<file path="config.mk">
export PLATFORM = sky130hd
export DESIGN_NAME = sr_sync_latch
export DESIGN_NICKNAME = d
export VERILOG_FILES = /design/src/rtl/sr_pkg.sv /design/src/rtl/sr_sat_cnt.sv /design/src/rtl/sr_sync_latch.sv
export SDC_FILE = /design/constraint.sdc
export NUM_CORES = 1
export LEC_CHECK = 0
export CORE_UTILIZATION = 30
export CTS_CLUSTER_SIZE = 20
export DETAILED_ROUTE_END_ITERATION = 10
export SLEW_MARGIN = 20
export SYNTH_ARGS = -nofsm -noshare
export SYNTH_HDL_FRONTEND = slang
export SYNTH_SLANG_ARGS = --single-unit
</file>
<file path="constraint.sdc">
create_clock -name clk -period 2.6 [get_ports clk]
set_input_delay 0.26 -clock clk [delete_from_list [all_inputs] [get_ports clk]]
set_output_delay 0.26 -clock clk [all_outputs]
set_load 0.03 [all_outputs]
</file>
<file path="src/rtl/sr_pkg.sv">
// Shared definitions for the synchronous SR latch.
//   sr_state_t     : latch state encoding (ST_RST, ST_SET, ST_FORBID)
//   CNT_W_DEFAULT  : default width of the forbidden-event counter
//   q_of / qbar_of : output decode of a state
package sr_pkg;

    typedef enum logic [1:0] {
        ST_RST    = 2'b00,
        ST_SET    = 2'b01,
        ST_FORBID = 2'b10
    } sr_state_t;

    localparam int CNT_W_DEFAULT = 8;

    // Q is high in SET and FORBID.
    function automatic logic q_of(input sr_state_t s);
        return (s != ST_RST);
    endfunction

    // Qbar is high in RST and FORBID, so Q and Qbar are never both low.
    function automatic logic qbar_of(input sr_state_t s);
        return (s != ST_SET);
    endfunction

endpackage

</file>
<file path="src/rtl/sr_sat_cnt.sv">
// Saturating up-counter with synchronous clear.
// Ports:
//   clk : clock
//   rst : synchronous active-high reset, forces cnt to 0
//   clr : synchronous clear; if inc is also high the count restarts at 1
//   inc : count one event
//   cnt : current count, sticks at 2^W-1
module sr_sat_cnt #(
    parameter int W = 8
) (
    input  logic         clk,
    input  logic         rst,
    input  logic         clr,
    input  logic         inc,
    output logic [W-1:0] cnt
);

    localparam logic [W-1:0] CNT_MAX = '1;
    localparam logic [W-1:0] CNT_ONE = W'(1);

    logic [W-1:0] r_cnt;

    // NOTE: state registers use non-blocking assignments so every flop
    // samples the pre-edge values of the others.
    always_ff @(posedge clk) begin
        if (rst) begin
            r_cnt <= '0;
        end else if (clr) begin
            // An event on the clearing edge is counted, not lost.
            r_cnt <= inc ? CNT_ONE : '0;
        end else if (inc && (r_cnt != CNT_MAX)) begin
            r_cnt <= r_cnt + CNT_ONE;
        end
    end

    assign cnt = r_cnt;

endmodule

</file>
<file path="src/rtl/sr_sync_latch.sv">
// Clocked model of an active-low SR latch, including the forbidden S=R=0
// condition and its race resolution when both inputs release together.
// Ports:
//   clk        : clock, all state changes on the rising edge
//   rst        : synchronous active-high reset
//   S, R       : active-low set / reset inputs, sampled on each edge
//   clr_cnt    : synchronous clear of forbid_cnt
//   Q, Qbar    : registered outputs (both high in FORBID)
//   forbid     : high while in FORBID
//   race       : one-cycle pulse when FORBID resolves through S=R=1
//   forbid_cnt : saturating count of FORBID entries
module sr_sync_latch
    import sr_pkg::*;
#(
    parameter logic RACE_POLICY = 1'b0,
    parameter int   CNT_W       = CNT_W_DEFAULT
) (
    input  logic             clk,
    input  logic             rst,
    input  logic             S,
    input  logic             R,
    input  logic             clr_cnt,
    output logic             Q,
    output logic             Qbar,
    output logic             forbid,
    output logic             race,
    output logic [CNT_W-1:0] forbid_cnt
);

    sr_state_t r_state;
    sr_state_t w_next;
    logic      w_race;
    logic      w_enter_forbid;

    logic r_q;
    logic r_qbar;
    logic r_forbid;
    logic r_race;

    // Next-state logic. Inputs are active low.
    // NOTE: every signal assigned here gets a default first, so no path
    // through the case leaves it unassigned and no latch is inferred.
    always_comb begin
        w_next = r_state;
        w_race = 1'b0;
        unique case ({S, R})
            2'b01:   w_next = ST_SET;
            2'b10:   w_next = ST_RST;
            2'b00:   w_next = ST_FORBID;
            default: begin
                // Both released: SET/RST hold; FORBID races to a fixed winner.
                if (r_state == ST_FORBID) begin
                    w_next = RACE_POLICY ? ST_SET : ST_RST;
                    w_race = 1'b1;
                end
            end
        endcase
    end

    assign w_enter_forbid = (w_next == ST_FORBID) && (r_state != ST_FORBID);

    // Outputs are registered from the next state so they sit directly on flops.
    always_ff @(posedge clk) begin
        if (rst) begin
            r_state  <= ST_RST;
            r_q      <= 1'b0;
            r_qbar   <= 1'b1;
            r_forbid <= 1'b0;
            r_race   <= 1'b0;
        end else begin
            r_state  <= w_next;
            r_q      <= q_of(w_next);
            r_qbar   <= qbar_of(w_next);
            r_forbid <= (w_next == ST_FORBID);
            r_race   <= w_race;
        end
    end

    // Reset has priority inside the counter, so a reset edge in FORBID
    // neither counts nor pulses race.
    sr_sat_cnt #(
        .W (CNT_W)
    ) u_cnt (
        .clk (clk),
        .rst (rst),
        .clr (clr_cnt),
        .inc (w_enter_forbid),
        .cnt (forbid_cnt)
    );

    assign Q      = r_q;
    assign Qbar   = r_qbar;
    assign forbid = r_forbid;
    assign race   = r_race;

endmodule

</file>
==> results_dict.tcl, run 1 <==
set metrics [dict create \
    status "completed" \
    ir_drop_mv 0.329 \
    ys_top_cells_by_count "dfxtp_1, a21oi_1, nand2_1" \
    clock-root-buffer "clkbuf_4" \
    synth_ff_type "dfxtp_1" \
    firstDrtPassIters 4 \
    reg2regPathDepth 5 \
    ys_seq_elements 14 \
    rsz0062_at_grt "no" \
    ys_types 33 \
    end_kind "output pin" \
    n_antenna_cell 0 \
    worst_slew_pin_slew_ns 0.371 \
    start_util_pct 32.7 \
    power_density_mw_per_mm2 476 \
    switchingPower_mw 0.0999 \
    drv_slew 0 \
    nNetsFinal 97 \
    layout-drive-gt1-share_pct 17.8 \
    clk_pin_slew_ns 0.09 \
    grt_max_degree 9 \
    routed-via-count 621 \
    totalPowerFinal_mw 0.425 \
    io_pins 17 \
    min_to "Qbar" \
    timing.fmax_mhz 580 \
    vias_per_cell 5.31 \
    die_x_um 49.0 \
    pwr-share-comb_pct 10.2 \
    grt_antenna_before_repair 0 \
    setup_viol 0 \
    insertion_delay_ns 0.29 \
    dp_hpwl_mm 1.02 \
    fin_crit_ns 1.72 \
    finish.utilization_pct 44.1 \
    slew_headroom_pct 75.2 \
    rows 16 \
    io_buffers 16 \
    finalSetupTns_ns 0 \
    finalCritPeriodShare_pct 66.3 \
    clock_path_buffers 2 \
    clock_sinks 14 \
    swShare_pct 23.5 \
    yosysTopAreaCell "dfxtp_1" \
    cp_top_family "buffers and inverters" \
    synth_edf_count 0 \
    syn_area_um2 662 \
    dieArea_mm2 0.00240 \
    wl_mm 1.34 \
    synth_top_area_share_pct 42.3 \
    rr_startpoint "u_cnt.cnt[0]" \
    worst-r2r-setup-slack_ns 1.12 \
    maxCapViolCount 0 \
    ys_seq_area_share_pct 42.3 \
    cp_slowest_cell "clkdlybuf4s50_1" \
    power_frac_seq_pct 52.6 \
    syn_avg_cell_area_um2 9.46 \
    timing.rr.end "u_cnt.cnt[0]" \
    setup_slack_ns 0.877 \
    area_growth_pct 34.8 \
    h-tree-depth 1 \
    hold_class "register to register" \
    postSynth.asyncResetShare_pct 0 \
    ys_warn_count 0 \
    path_cells "clkdlybuf4s50_1" \
    hold_viol_final 0 \
    drc 0 \
    syn-num-nets 76 \
    critPathArrivalTime_ns 1.46 \
    hp-start "r_state[0]" \
    crit_required_ns 2.34 \
    drt-wirelength-per-cell_um 11.5 \
    drt-initial-drc-count 13 \
    crit_path_max_incr_delay_ns 0.72 \
    skew_ns 0.00418 \
    cts_buffers 3 \
    critPathKind "register to output pin" \
    place_congestion 0.804 \
    hold_depth 3 \
    intPower_mw 0.325 \
    grt_pass1_vias 500 \
    grt_pass1_wl_mm 2.28 \
    cts_tree "yes" \
    synth.most_common_cell "dfxtp_1" \
    core-area_mm2 0.00202 \
    syn_inst 70 \
    cp.buffers_inverters 1 \
    drtAntennaViolNets 0 \
    pre_cts_ws_ns 0.920 \
    grt_overflow 0 \
    power_frac_clock_pct 37.2 \
    hold_buffers 0 \
    synth_area_leaders "dfxtp_1, a21oi_1, nand2_1" \
    fp.dieH_um 49.0 \
    grt_use_total_pct 12.9 \
    postCtsSetupBuffers 0 \
    cp-start-kind "register" \
    critPathMaxFanout 8 \
    post_cts_resized 0 \
    static-leakage-power_nw 0.300 \
]
-- worst max path at each step --
stage / from / slack [ns] / endpoint / depth (start not counted)
after floorplan: u_cnt.cnt[1] / 1.06 / u_cnt.cnt[0] / 5
after global placement: R / 0.93 / u_cnt.cnt[4] / 4
after detailed placement: R / 0.92 / u_cnt.cnt[4] / 4
after CTS: u_cnt.cnt[0] / 0.86 / forbid_cnt[0] / 1
after global routing: u_cnt.cnt[0] / 0.83 / forbid_cnt[0] / 1
final: u_cnt.cnt[5] / 0.88 / forbid_cnt[5] / 1
-- sequential cells by signal, summed over array words and instances, names as in the netlist --
| name | count |
|---|---|
| Q | 1 |
| Qbar | 1 |
| u_cnt.cnt | 8 |
| forbid | 1 |
| race | 1 |
| r_state | 2 |
-- cells by family (layout without fill, tap and decap cells) --
| kind of cell | Yosys count | in the layout | synth area share, % |
|---|---|---|---|
| AO/OA/AOI/OAI | 17 | 17 | 16.6 |
| adder cells (fa/ha/maj) | 1 | 1 | 1.89 |
| buffers and inverters | 2 | 22 | 1.13 |
| flip-flops | 14 | 14 | 42.3 |
| AND/OR/NAND/NOR | 36 | 36 | 38.0 |
-- cell usage in the layout, fill, tap and decap left out --
master / instances
nor2_4: 1
o31ai_1: 1
nand3_2: 1
and3_2: 2
a31oi_1: 1
o21ai_0: 3
or2_2: 2
o311a_2: 1
nor3_2: 1
nor3b_1: 1
nand4_1: 2
and2b_2: 1
clkbuf_8: 1
nor2b_1: 1
a211oi_1: 1
dfxtp_1: 14
nor3_1: 1
o41ai_1: 1
clkdlybuf4s50_1: 16
nor2b_4: 1
o311ai_1: 1
inv_1: 2
a21oi_1: 6
nand3_1: 3
nand2b_4: 1
nor4_1: 2
nand4_4: 1
nand2_1: 6
and3_1: 2
nand2b_1: 2
and4_1: 2
nor2_1: 3
clkbuf_4: 3
o211ai_1: 1
o21bai_1: 1
ha_1: 1
-- layout make-up --
type,count,area (µm²)
Fill cell,202,1130
Clock buffer,4,36.3
Sequential cell,14,280
Tap cell,27,33.8
Multi-Input combinational cell,54,374
Timing Repair Buffer,16,160
Inverter,2,7.51
-- power groups by stage --
stage	combinational [mW]	clock [mW]	sequential [mW]
6_report	0.0433	0.158	0.223
5_1_grt	0.0469	0.174	0.224
4_1_cts	0.0436	0.166	0.223
3_5_place_dp	0.0435	0	0.228
3_3_place_gp	0.0435	0	0.228
2_1_floorplan	0.0169	0	0.235
-- through the flow --
stage	std cells	hold slack, ns	instance area (µm²)
2_1_floorplan	70	0.329	662
3_3_place_gp	113	0.520	856
3_5_place_dp	113	0.521	856
4_1_cts	117	0.542	892
5_1_grt	117	0.586	892
6_report	117	0.538	892
-- metal layers --
metal	track usage (%)	part of all wire [%]	vias up
met4	7.35	1.3	0
met3	4.67	6.4	2
li1	-	-	308
met1	16.0	46	291
met2	19.2	46	20
met5	0	0	-
(Power assumes the default switching activity.)
==> run 2: changes to the inputs <==
==> constraint.sdc (replaced) <==
create_clock -name clk -period 1.43 [get_ports clk]
set_input_delay 0.143 -clock clk [delete_from_list [all_inputs] [get_ports clk]]
set_output_delay 0.143 -clock clk [all_outputs]
set_load 0.03 [all_outputs]
==> results_dict.tcl, run 2 (synthesized netlist as in run 1, its figures left out) <==
set metrics [dict create \
    status "completed" \
    hp-start "r_state[0]" \
    fin_crit_ns 1.38 \
    core-area_mm2 0.00202 \
    drc 0 \
    clock_sinks 14 \
    cp_slowest_cell "clkdlybuf4s50_1" \
    cp_top_family "buffers and inverters" \
    path_cells "clkdlybuf4s50_1" \
    finalNonFillerCells 123 \
    place_inst 120 \
    n_antenna_cell 0 \
    firstDrtPassIters 4 \
    io_buffers 16 \
    crit_cells 1 \
    grt_max_degree 9 \
    grt_pass1_wl_mm 2.33 \
    layout-drive-gt1-share_pct 26.0 \
    routed-via-count 605 \
    place_area_um2 911 \
    most-common-layout-cells "dfxtp_1, dlygate4sd2_1, clkdlybuf4s50_1, buf_4" \
    seqCellArea_um2 283 \
    slew_headroom_pct 79.1 \
    grt_antenna_before_repair 0 \
    rsz0062_at_grt "no" \
    clock-root-buffer "clkbuf_4" \
    dp_hpwl_mm 1.11 \
    crit_path_max_incr_delay_ns 0.66 \
    dieArea_mm2 0.00240 \
    io_pins 17 \
    end_kind "output pin" \
    grt_overflow 0 \
    hold_buffers 0 \
    area_growth_pct 40.3 \
    hold_viol_final 0 \
    maxCapViolCount 0 \
    drt-wirelength-per-cell_um 11.4 \
    reg2regPathDepth 5 \
    skew_ns 0.00327 \
    postCtsSetupBuffers 0 \
    power_density_mw_per_mm2 759 \
    drtAntennaViolNets 0 \
    hold_class "register to register" \
    setup_viol 0 \
    start_util_pct 32.7 \
    crit_required_ns 1.29 \
    place_congestion 0.850 \
    wl_mm 1.41 \
    h-tree-depth 1 \
    critPathMaxFanout 1 \
    fp.dieH_um 49.0 \
    timing.fmax_mhz 725 \
    insertion_delay_ns 0.26 \
    rows 16 \
    ir_drop_mv 0.433 \
    grt_use_total_pct 12.6 \
    finalSetupTns_ns 0 \
    multi_input_area_um2 377 \
    nNetsFinal 104 \
    critPathArrivalTime_ns 1.24 \
    drt-initial-drc-count 24 \
    drv_slew 0 \
    hold_depth 3 \
    largest_reg_flops 8 \
    grt_pass1_vias 510 \
    clk_pin_slew_ns 0.08 \
    final_common_cell "dfxtp_1" \
    finish.utilization_pct 45.9 \
    vias_per_cell 4.92 \
    startpoint "Q" \
    n_fill_cell 197 \
    critPathKind "register to output pin" \
    cts_buffers 3 \
    rr_startpoint "u_cnt.cnt[0]" \
    finalInstanceArea_um2 928 \
    cts_tree "yes" \
    clock_path_buffers 2 \
    die_x_um 49.0 \
    cp.buffers_inverters 1 \
    worst_slew_pin_slew_ns 0.313 \
    cp-start-kind "register" \
    static-leakage-power_nw 0.365 \
    finalCritPeriodShare_pct 96.5 \
]
## run 2: metrics by stage
stage,hold slack [ns],power [mW],setup WS [ns]
3_5_place_dp,0.513,0.506,-0.0877
2_1_floorplan,0.205,0.459,0.0433
6_report,0.532,0.704,0.0506
5_1_grt,0.578,0.740,0.0101
4_1_cts,0.535,0.712,0.0416
3_3_place_gp,0.512,0.505,-0.0643
## run 2: area by class of cell
cell class,count,share of cell area (%)
multi-input combinational,54,40.6
sequential,14,30.5
timing repair buffer,23,22.1
tap,27,3.64
clock buffer,3,2.43
inverter,2,0.809
## run 2: power by group
group	leakage, nW	switching, mW	internal [mW]
registers	0.115	0.00526	0.399
clock network	0.0138	0.113	0.0970
logic	0.237	0.0463	0.0443
total	0.365	0.164	0.540
## run 2: what timing repair did
| item | 4_1_cts | 5_1_grt |
|---|---|---|
| setup endpoints to repair | 8 | 3 |
| resized for setup | 8 | 2 |
| gates cloned | 0 | 0 |
| pin swaps | 0 | 1 |
## run 2: path summary, 6_finish.rpt
check | to | slack (ns)
worst max-delay path | Q | 0.05
worst min-delay path | Qbar | 0.53
worst max register to register | u_cnt.cnt[0] | 0.11
worst min register to register | Qbar | 0.53
## run 2: routing by layer
metal	routed length (µm)	part of all wire [%]	track usage, %
met3	68	4.8	3.12
met4	19	1.4	4.41
met1	725	52	18.6
met5	0	0	0
met2	592	42	17.6
==> run 3: changes to the inputs <==
--- a/config.mk
+++ b/config.mk
@@ -5,10 +5,12 @@
 export SDC_FILE = /design/constraint.sdc
 export NUM_CORES = 1
 export LEC_CHECK = 0
-export CORE_UTILIZATION = 30
+export CORE_UTILIZATION = 41
 export CTS_CLUSTER_SIZE = 20
 export DETAILED_ROUTE_END_ITERATION = 10
+export PLACE_DENSITY = 0.72
 export SLEW_MARGIN = 20
 export SYNTH_ARGS = -nofsm -noshare
 export SYNTH_HDL_FRONTEND = slang
+export SYNTH_HIERARCHICAL = 1
 export SYNTH_SLANG_ARGS = --single-unit
==> results_dict.tcl, run 3 <==
set metrics [dict create \
    vias_per_cell 5.53 \
    hold_depth 3 \
    die_x_um 42.0 \
    final_common_cell "dfxtp_1" \
    grt_max_degree 9 \
    path_cells "and2_1 -> a21oi_1 -> a2111oi_1" \
    clock_sinks 14 \
    start_util_pct 43.5 \
    synth_area_leaders "dfxtp_1, mux2i_1, a21oi_1" \
    skew_ns 0.00118 \
    ys_top_cells_by_count "dfxtp_1, inv_1, nand2_1, a21oi_1" \
    hold_buffers 0 \
    power_density_mw_per_mm2 853 \
    wl_mm 1.59 \
    drc 0 \
    nNetsFinal 107 \
    n_fill_cell 142 \
    reg2regPathDepth 3 \
    h-tree-depth 1 \
    most-common-layout-cells "dfxtp_1, dlygate4sd2_1, buf_4" \
    hp-start "R" \
    ys_types 29 \
    yosysTopAreaCell "dfxtp_1" \
    place_congestion 0.718 \
    switchingPower_mw 0.195 \
    finish.utilization_pct 61.9 \
    grt_overflow 0 \
    critPathArrivalTime_ns 1.54 \
    setup_slack_ns 0.0640 \
    n_antenna_cell 0 \
    cts_tree "yes" \
    drv_slew 0 \
    dp_hpwl_mm 1.05 \
    drtAntennaViolNets 0 \
    io_buffers 16 \
    worst-r2r-setup-slack_ns 0.06 \
    cp-start-kind "register" \
    pwr-share-comb_pct 11.8 \
    grt_use_total_pct 19.9 \
    hold_class "input pin to register" \
    static-leakage-power_nw 0.437 \
    swShare_pct 24.5 \
    totalPowerFinal_mw 0.795 \
    synth_top_area_share_pct 42.7 \
    timing.fmax_mhz 732 \
    setup_viol 0 \
    io_pins 17 \
    intPower_mw 0.600 \
    syn-num-nets 80 \
    worst_slew_pin_slew_ns 0.356 \
    rows 14 \
    ys_warn_count 6 \
    routed-via-count 642 \
    fp.dieH_um 42.0 \
    synth_edf_count 0 \
    postSynth.asyncResetShare_pct 0 \
    syn_inst 74 \
    power_frac_clock_pct 37.1 \
    grt_antenna_before_repair 0 \
    min_to "Q" \
    clock_path_buffers 2 \
    area_growth_pct 42.2 \
    end_kind "register" \
    place_inst 112 \
    synth.most_common_cell "dfxtp_1" \
    syn_area_um2 656 \
    firstDrtPassIters 4 \
    drt-initial-drc-count 11 \
    power_frac_seq_pct 51.1 \
    pre_cts_ws_ns -0.311 \
    layout-drive-gt1-share_pct 21.0 \
    cp_slowest_cell "dfxtp_1" \
    postCtsSetupBuffers 0 \
    cts_buffers 3 \
    critPathMaxFanout 8 \
    drt-wirelength-per-cell_um 13.7 \
    largest_reg_flops 8 \
    ir_drop_mv 0.542 \
    rr_startpoint "u_cnt/cnt[3]" \
    timing.rr.end "u_cnt/cnt[5]" \
    clk_pin_slew_ns 0.09 \
    dieArea_mm2 0.00176 \
    hold_viol_final 0 \
    crit_required_ns 1.60 \
    syn_avg_cell_area_um2 8.86 \
    slew_headroom_pct 76.2 \
    ys_seq_area_share_pct 42.7 \
    grt_pass1_vias 551 \
    insertion_delay_ns 0.29 \
    status "completed" \
    fin_crit_ns 1.37 \
    clock-root-buffer "clkbuf_4" \
    hold_ws_ns 0.177 \
    crit_path_max_incr_delay_ns 0.44 \
    finalNonFillerCells 116 \
    critPathKind "register to register" \
    synth_ff_type "dfxtp_1" \
    ys_seq_elements 14 \
    core-area_mm2 0.00151 \
    finalCritPeriodShare_pct 95.5 \
    grt_pass1_wl_mm 2.50 \
    maxCapViolCount 0 \
]
run 3: worst max-delay path by stage:
stage | cells after the start | endpoint | from | slack (ns)
global placement | 7 | u_cnt/cnt[5] | R | -0.28
detailed placement | 7 | u_cnt/cnt[5] | R | -0.31
global route | 3 | u_cnt/cnt[5] | u_cnt/cnt[3] | -0.009
floorplan | 5 | u_cnt/cnt[5] | r_state[0] | 0.04
finish | 3 | u_cnt/cnt[5] | u_cnt/cnt[3] | 0.06
CTS | 1 | Q | Q | 0.001
run 3: kinds of logic after synthesis:
logic type      Yosys count  synth area share (%)
buf+inv                   7                  4.58
flops                    14                  42.7
simple gates             30                  26.9
mux                       3                  4.58
compound gates           19                  19.3
fa+ha+maj                 1                  1.91
run 3: critical path: cells and delay by family (launching register included):
kind	cells	cell delay, ns
DFF	1	0.44
and+or+nand+nor	1	0.33
AOI/OAI and AO/OA	2	0.48
run 3: area by class of cell:
| cell class | instances | area, µm² | share of cell area [%] |
|---|---|---|---|
| Inverter | 6 | 22.5 | 2.42 |
| Tap cell | 16 | 20.0 | 2.15 |
| Timing Repair Buffer | 23 | 210 | 22.6 |
| Multi-Input combinational cell | 53 | 360 | 38.7 |
| Clock buffer | 4 | 36.3 | 3.89 |
| Sequential cell | 14 | 283 | 30.3 |
run 3: stage by stage:
| stage | setup TNS [ns] | area, µm² |
|---|---|---|
| after floorplan | 0 | 658 |
| after global placement | -1.49 | 883 |
| after detailed placement | -1.74 | 883 |
| after CTS | 0 | 912 |
| after global routing | -0.00895 | 932 |
| final | 0 | 932 |
run 3: what timing repair did:
item / CTS / global route
pin swaps: 1 / 2
endpoints found under the hold margin: 0 / 0
setup endpoints to repair: 11 / 9
resized for setup: 11 / 6
run 3: layer usage:
metal	vias up	global-route usage [%]	wire length, µm
met5	-	0	0
met4	0	13.5	40
met3	5	7.76	79
met2	16	31.6	818
met1	294	21.8	655
li1	327	-	-
run 3: power groups by stage:
| stage | registers [mW] | logic [mW] | clock network (mW) |
|---|---|---|---|
| floorplan | 0.429 | 0.0305 | 0 |
| global placement | 0.415 | 0.0931 | 0 |
| detailed placement | 0.415 | 0.0946 | 0 |
| CTS | 0.406 | 0.0926 | 0.305 |
| global route | 0.408 | 0.100 | 0.321 |
| finish | 0.407 | 0.0936 | 0.295 |
